### config.mk
export PLATFORM = sky130hd
export DESIGN_NAME = gray_step_decoder
export DESIGN_NICKNAME = d
export VERILOG_FILES = /design/src/rtl/gray_step_decoder.sv
export SDC_FILE = /design/constraint.sdc
export NUM_CORES = 1
export LEC_CHECK = 0
export ABC_AREA = 1
export ABC_CLOCK_PERIOD_IN_PS = 4130
export CELL_PAD_IN_SITES_DETAIL_PLACEMENT = 0
export CELL_PAD_IN_SITES_GLOBAL_PLACEMENT = 1
export CORE_MARGIN = 2
export CORE_UTILIZATION = 30
export CTS_BUF_LIST = sky130_fd_sc_hd__clkbuf_4 sky130_fd_sc_hd__clkbuf_8 sky130_fd_sc_hd__clkbuf_16
export DETAILED_ROUTE_END_ITERATION = 16
export GPL_TIMING_DRIVEN = 1
export PLACE_DENSITY_LB_ADDON = 0.05
export RECOVER_POWER = 25
export SETUP_SLACK_MARGIN = 0.5
export SLEW_MARGIN = 20
export SYNTH_ARGS = -nofsm -noshare
export SYNTH_HDL_FRONTEND = slang
export SYNTH_SLANG_ARGS = --single-unit
export TNS_END_PERCENT = 20
### constraint.sdc
create_clock -name clk -period 4.13 [get_ports clk]
set_input_delay 0.826 -clock clk [delete_from_list [all_inputs] [get_ports clk]]
set_output_delay 0.826 -clock clk [all_outputs]
set_load 0.02 [all_outputs]
### src/rtl/gray_step_decoder.sv
// rtl/gray_step_decoder.sv - Gray sample decoder with step classification, position and error tracking
module gray_step_decoder #(
    parameter int WIDTH = 4,
    parameter int POS_W = 8,
    parameter int ERR_W = 8
) (
    input  logic             clk,
    input  logic             rst,
    input  logic [WIDTH-1:0] gray_in,
    input  logic             gray_valid,
    input  logic             clr_err,
    output logic [WIDTH-1:0] bin_out,
    output logic             bin_valid,
    output logic             step_up,
    output logic             step_dn,
    output logic             step_err,
    output logic [POS_W-1:0] pos,
    output logic [ERR_W-1:0] err_count
);

    logic [WIDTH-1:0] gray_s1;
    logic             valid_s1;
    logic [WIDTH-1:0] prev_bin;
    logic             have_prev;

    logic [WIDTH-1:0] new_bin;
    logic [WIDTH-1:0] diff;
    logic             is_up;
    logic             is_dn;
    logic             is_err;

    function automatic logic [WIDTH-1:0] gray2bin(input logic [WIDTH-1:0] g);
        logic [WIDTH-1:0] b;
        b[WIDTH-1] = g[WIDTH-1];
        for (int i = WIDTH - 2; i >= 0; i--) begin
            b[i] = b[i+1] ^ g[i];
        end
        return b;
    endfunction

    // Classification is only meaningful once a reference sample exists.
    always_comb begin
        new_bin = gray2bin(gray_s1);
        diff    = new_bin - prev_bin;
        is_up   = 1'b0;
        is_dn   = 1'b0;
        is_err  = 1'b0;
        if (valid_s1 && have_prev) begin
            if (diff == WIDTH'(1)) begin
                is_up = 1'b1;
            end else if (diff == {WIDTH{1'b1}}) begin
                is_dn = 1'b1;
            end else if (diff != '0) begin
                is_err = 1'b1;
            end
        end
    end

    always_ff @(posedge clk) begin
        if (rst) begin
            gray_s1   <= '0;
            valid_s1  <= 1'b0;
            prev_bin  <= '0;
            have_prev <= 1'b0;
            bin_out   <= '0;
            bin_valid <= 1'b0;
            step_up   <= 1'b0;
            step_dn   <= 1'b0;
            step_err  <= 1'b0;
            pos       <= '0;
            err_count <= '0;
        end else begin
            gray_s1   <= gray_in;
            valid_s1  <= gray_valid;
            bin_valid <= valid_s1;
            step_up   <= is_up;
            step_dn   <= is_dn;
            step_err  <= is_err;
            if (valid_s1) begin
                bin_out   <= new_bin;
                prev_bin  <= new_bin;
                have_prev <= 1'b1;
            end
            if (is_up) begin
                pos <= pos + POS_W'(1);
            end else if (is_dn) begin
                pos <= pos - POS_W'(1);
            end
            // Clear takes priority over a coincident error increment.
            if (clr_err) begin
                err_count <= '0;
            end else if (is_err && (err_count != {ERR_W{1'b1}})) begin
                err_count <= err_count + ERR_W'(1);
            end
        end
    end

endmodule

==> flow_summary.json <==
{
  "status": "finished clean",
  "met2_usage": 0.195,
  "dpl.cell_count": 313,
  "hold_viol_final": 0,
  "fin_area_mm2": 0.00224,
  "p_comb_frac": 0.164,
  "wl_per_cell_um": 11.1,
  "p_per_area_mw_per_mm2": 364,
  "worstReg2RegEnd": "pos[7]$_SDFFE_PP0P_",
  "power_uw": 815,
  "syn_inst": 215,
  "die_h_um": 77.7,
  "endpoint_kind": "flip-flop",
  "worstSetupStartpoint": "gray_s1[3]$_SDFF_PP0_",
  "grt.busiest_layer": "met2",
  "syn-num-nets": 235,
  "cts_root_buf": "clkbuf_8",
  "worstPathMaxFanout": 5,
  "maxCapViolCount": 0,
  "nets": 275,
  "cp.required_ns": 4.31,
  "cellLeakagePower_uw": 0.000967,
  "crit_path_end": "pos[7]$_SDFFE_PP0P_",
  "peakVddDrop_mv": 0.158,
  "synth_area_leaders": "dfxtp_1 (37%), nor2_1 (8.5%), ha_1 (7.7%)",
  "relSlewSlack": 0.668,
  "core-area_mm2": 0.00517,
  "totalWireLength_um": 3630,
  "cts_max_path_buffers": 2,
  "dieArea_mm2": 0.00604,
  "hold_path_class": "reg -> reg",
  "pwr-share-clk": 0.458,
  "drive_gt1_frac": 0.125,
  "finalMaxSlewViolations": 0,
  "drt-vias-per-instance": 4.40,
  "post-route-drc-count": 0,
  "start_util": 0.315,
  "swShare": 0.249,
  "antenna_found_initial": 0,
  "cts_tree": "yes",
  "worst_pin_slew_ns": 0.496,
  "min_period_ns": 3.33,
  "r2r_slack_ns": 0.80,
  "place_congestion": 0.738,
  "place_area_mm2": 0.00201,
  "setup-violations-final": 0,
  "clock-sinks": 30,
  "p_sw_uw": 203,
  "portBuffers": 31,
  "ant_nets": 0,
  "use_met1": 0.162,
  "syn_to_final_growth_pct": 37.5,
  "clk_latency_ns": 0.28,
  "synth_top_area_share": 0.369,
  "fillers": 528,
  "p_int_uw": 612,
  "overflow": 0,
  "seq_area_um2": 601,
  "vias": 1435,
  "rsz0062_at_grt": "false",
  "ys_seq_area_frac": 0.369,
  "cts_buffers": 5,
  "avgSynthCellArea_um2": 7.58,
  "drt_iter0_markers": 66,
  "pwr-share-seq": 0.377,
  "max_clock_freq_ghz": 0.301,
  "rr_worst_depth": 18,
  "path_class": "reg -> reg",
  "finalCritPeriodShare": 0.805,
  "grt_pass1_vias": 1340,
  "worstHoldStart": "have_prev$_SDFFE_PP0P_",
  "ios": 32,
  "dp_hpwl_um": 2600,
  "r2r-start": "gray_s1[3]$_SDFF_PP0_",
  "grt_use_total": 0.124,
  "cp-start-kind": "flip-flop",
  "grt_pass1_wl_um": 5950,
  "synth_area_mm2": 0.00163,
  "rows": 26,
  "yosys_warnings": 0,
  "drt-pass1-iter-count": 4,
  "synth-async-reset-ratio": 0,
  "die_x_um": 77.7,
  "synth_ff_type": "dfxtp_1",
  "fin_skew_ns": 0.00753,
  "antennaDiodeCount": 0,
  "htreeDepth": 2,
  "synth_cell_types": 28,
  "multi_input_area_um2": 956,
  "synth_edf_count": 0,
  "grt_start_max_net_pins": 14,
  "arrival_ns": 3.50,
  "fin_cells": 326,
  "cts.clk_slew.worst_paths_ns": 0.07,
  "synth_largest_area_cell": "dfxtp_1",
  "fin_util": 0.433,
  "synth_seq_cells": 30,
  "grt_util_met3": 0.0360,
  "finalSetupTns_ns": 0
}
-- per-layer routing --
layer	vias up	share of wire
met5	-	0
met4	0	0.015
met3	6	0.038
met2	23	0.46
met1	642	0.49
li1	764	-
-- critical path: stages, from the launching register on --
cell and delay, ns:
dfxtp_1 0.39, xor2_2 0.22, xor2_2 0.25, xor2_2 0.12
ha_1 0.22, fa_1 0.39, inv_1 0.06, nand2_1 0.04
nand2_1 0.08, inv_1 0.07, nor2_4 0.15, nand3_4 0.15
ha_1 0.36, a21o_1 0.20, nor2_1 0.11, nand2_1 0.07
o21bai_1 0.16, a21oi_1 0.12, nor2_1 0.05
-- synthesized netlist by cell type (2+ instances only) --
| master | count |
|---|---|
| a21o_1 | 2 |
| a21oi_1 | 16 |
| dfxtp_1 | 30 |
| fa_1 | 2 |
| ha_1 | 10 |
| inv_1 | 28 |
| inv_2 | 2 |
| nand2_1 | 31 |
| nand2_2 | 3 |
| nand3_1 | 12 |
| nand3_2 | 3 |
| nor2_1 | 37 |
| nor3_1 | 2 |
| o21ai_0 | 13 |
| xor2_1 | 9 |
| xor2_2 | 3 |
-- final cells by class --
class,count,share of cell area
clock buffers,6,0.0369
clock inverters,2,0.0268
inverters,30,0.0503
multi-input cells,153,0.427
flip-flops and latches,30,0.268
well taps,70,0.0391
repair buffers,35,0.152
-- repair_timing --
item                       in CTS  in global routing
hold buffers                    0                  0
resized for setup               1                  6
gates cloned                    0                  1
setup endpoints to repair       1                  5
pin swaps                       0                  3
buffers inserted                0                  4
-- cell families (layout without fill, tap and decap cells) --
kind of cell,Yosys count,count (layout),synth area share
simple gates,92,93,0.254
compound gates,35,35,0.115
fa+ha+maj,12,12,0.101
flops,30,30,0.369
buf+inv,33,73,0.0768
xor+xnor,13,13,0.0837
-- power groups by stage --
stage / combinational [µW] / sequential, µW / clock (µW)
floorplan: 78.5 / 319 / 0
global placement: 121 / 315 / 0
detailed placement: 120 / 314 / 0
CTS: 123 / 308 / 388
global route: 150 / 309 / 400
finish: 134 / 308 / 374
-- registers in the layout, summed over array words and instances (netlist names) --
signal / flops
bin_valid: 1
step_up: 1
valid_s1: 1
prev_bin: 4
step_err: 1
err_count: 8
pos: 8
have_prev: 1
gray_s1: 4
step_dn: 1
-- layout by cell type (no fill, tap or decap), drive strengths merged, types with 3 or more instances in the layout --
cell type      synthesis  layout
dlygate4sd3            0       6
clkdlybuf4s50          0      25
dfxtp                 30      30
buf                    2       4
clkbuf                 1       6
nand2                 34      34
o21ai                 14      14
nor3                   3       3
nor2                  38      38
nand3                 15      16
inv                   30      30
ha                    10      10
a21oi                 17      17
xor2                  12      12
-- how the worst min path moves through the flow --
stage / endpoint / slack, ns / cells past startpoint
floorplan: have_prev$_SDFFE_PP0P_ / 0.43 / 2
finish: have_prev$_SDFFE_PP0P_ / 0.48 / 2
CTS: have_prev$_SDFFE_PP0P_ / 0.49 / 2
global placement: have_prev$_SDFFE_PP0P_ / 0.45 / 2
detailed placement: have_prev$_SDFFE_PP0P_ / 0.46 / 2
global route: have_prev$_SDFFE_PP0P_ / 0.53 / 2
-- stage by stage --
step / setup WS (ns) / hold slack, ns
final: 0.804 / 0.480
after global routing: 0.548 / 0.526
after CTS: 0.528 / 0.486
after detailed placement: 0.478 / 0.461
after global placement: 0.579 / 0.449
after floorplan: 0.824 / 0.435
No activity file was read; power rests on OpenSTA's default activity.
==> RTL edit, RTL diff (same settings) <==
Make the reset (`rst`) asynchronous in one clocked block.
--- a/src/rtl/gray_step_decoder.sv
+++ b/src/rtl/gray_step_decoder.sv
@@ -57,5 +57,5 @@
     end
 
-    always_ff @(posedge clk) begin
+    always_ff @(posedge clk or posedge rst) begin
         if (rst) begin
             gray_s1   <= '0;
Behaviour: differs if rst is asserted again (counterexample within 4 cycles, from zero or initial values and one cycle with rst high); with rst held inactive, the same outputs for 10 cycles.
==> RTL edit against the original RTL <==
The run now ends with max-capacitance violations, max-slew violations left. Setup slack worse by 0.098 ns. Maximum frequency decreased by 2.9%. Cell count decreased by 0.31%. Sequential cell count stayed put. Utilization shrank 1.4 points. Routed wire length increased by 14%. Final area is 11% higher. Area after synthesis grew 13%. Critical path type unchanged.
Power is not compared: it rests on default switching activity, and its combinational part moved more than twofold at a synthesized area within 25%.
==> RTL edit: results (changes against the original RTL) <==
setup_path:
  r2r-start: "gray_s1[2]"
  ff2ff_path_depth: 19  # +1
  cpMaxStageDelayCell: "dfrtp_1"
  regToRegSetupSlack_ns: 0.71  # -0.10 ns
  max_stage_delay_ns: 0.44  # +0.05 ns
  critical-path-top-delay-family: "simple AND/OR/NAND/NOR gates"
  r2r_end: "pos[6]"
global_route:
  grt_use_met2_pct: 21.5  # +2.0 points
  grt_use_met3_pct: 3.37  # -0.24 points
  grt_max_degree: 31  # +17
  grtUsageTotal_pct: 14.0  # +1.6 points
  gr-usage-met1_pct: 18.7  # +2.5 points
  grt_pass1_wl_um: 7110  # +19%
  grt_pass1_vias: 1518  # +13%
synth:
  ys.flop_type: "dfrtp_1"
  synth_cell_types: 33  # +18%
  synthArstFlopShare_pct: 100  # +100 points
  synth_commonest_cells: "nand2_1, dfrtp_1, inv_1"
  synth_fp_nets: 226  # -3.8%
  synthTopCellsByArea: "dfrtp_1, nand2_1, ha_1"
  ys_seq_area_share_pct: 40.7  # +3.8 points
  syn_avg_cell_area_sq_um: 8.95  # +18%
  synthXorXnorAreaFrac_pct: 6.04  # -2.3 points
  synthAdderAreaFrac_pct: 8.96  # -1.2 points
place:
  hpwl_um: 2900  # +11%
  gp_congestion: 0.756  # +2.4%
  dp.cells: 312  # -0.32%
  place_area_sq_um: 2250  # +12%
timing:
  relSlewSlack_pct: -14.9  # -82 points
  skew_ns: 0.00488  # -0.00265 ns
  slew_viol_final: 31  # +31
  fin_hold_ws_ns: 0.470  # -0.0101 ns
clock_tree:
  post_cts_resized: 3  # +2
cells_and_area:
  drive_gt1_share_pct: 22.4  # +9.9 points
  seq_share_pct: 30.3  # +3.5 points
  multi_input_area_share_pct: 44.0  # +1.3 points
  syn2layout_area_growth_pct: 34.7
  clock_cell_area_share_pct: 3.83  # -2.5 points
  num-fill-cells: 615  # +16%
  layout.nets: 269  # -2.2%
  nonClkBufAreaFrac_pct: 13.9  # -1.3 points
  nonClockBufferCount: 36  # +2.9%
  multi_input_cells: 149  # -2.6%
outcome:
  violations: "max-capacitance violations, max-slew violations"
  status: "finished with violations"
route:
  drtIter0Drc: 70  # +6.1%
  met2_length_um: 1890  # +14%
  first_pass_iters: 3  # -1
  viasPerCell: 4.46  # +1.4%
  wl_met1_um: 2040  # +15%
  wl_met3_um: 138  # +0.73%
die:
  die_area_sq_um: 6790  # +13%
worst_hold_path:
  whs_path_depth: 1  # -1
  hold_path.startpoint: "have_prev"
  worstHoldEndpoint: "have_prev"
run:
  cap_violations: 1  # +1
==> RTL edit: cell count changes in the layout (fill, tap and decap cells not counted), moves of 5 or more <==
cell / unedited run / this run
dfxtp_1: 30 / 0
dfrtp_1: 0 / 29
nor2_1: 36 / 8
nand2_1: 31 / 46
a21oi_1: 16 / 2
nand4_1: 1 / 9
o21ai_0: 13 / 5
nand2_2: 3 / 9
o21ai_2: 0 / 5
==> RTL edit: how the worst max path moves through the flow <==
stage / cells past startpoint / slack, ns / from / end
floorplan: 21 / 0.76 / gray_s1[3] / pos[7]
global placement: 21 / 0.50 / gray_s1[3] / pos[7]
detailed placement: 21 / 0.42 / gray_s1[3] / pos[7]
CTS: 21 / 0.49 / gray_s1[3] / pos[7]
global route: 20 / 0.35 / gray_s1[2] / pos[7]
finish: 19 / 0.71 / gray_s1[2] / pos[6]
==> RTL edit: where the power goes <==
part / switching, uW / internal, uW
Clock: 120 / 134
Sequential: 69.1 / 347
Combinational: 404 / 342
Total: 593 / 823
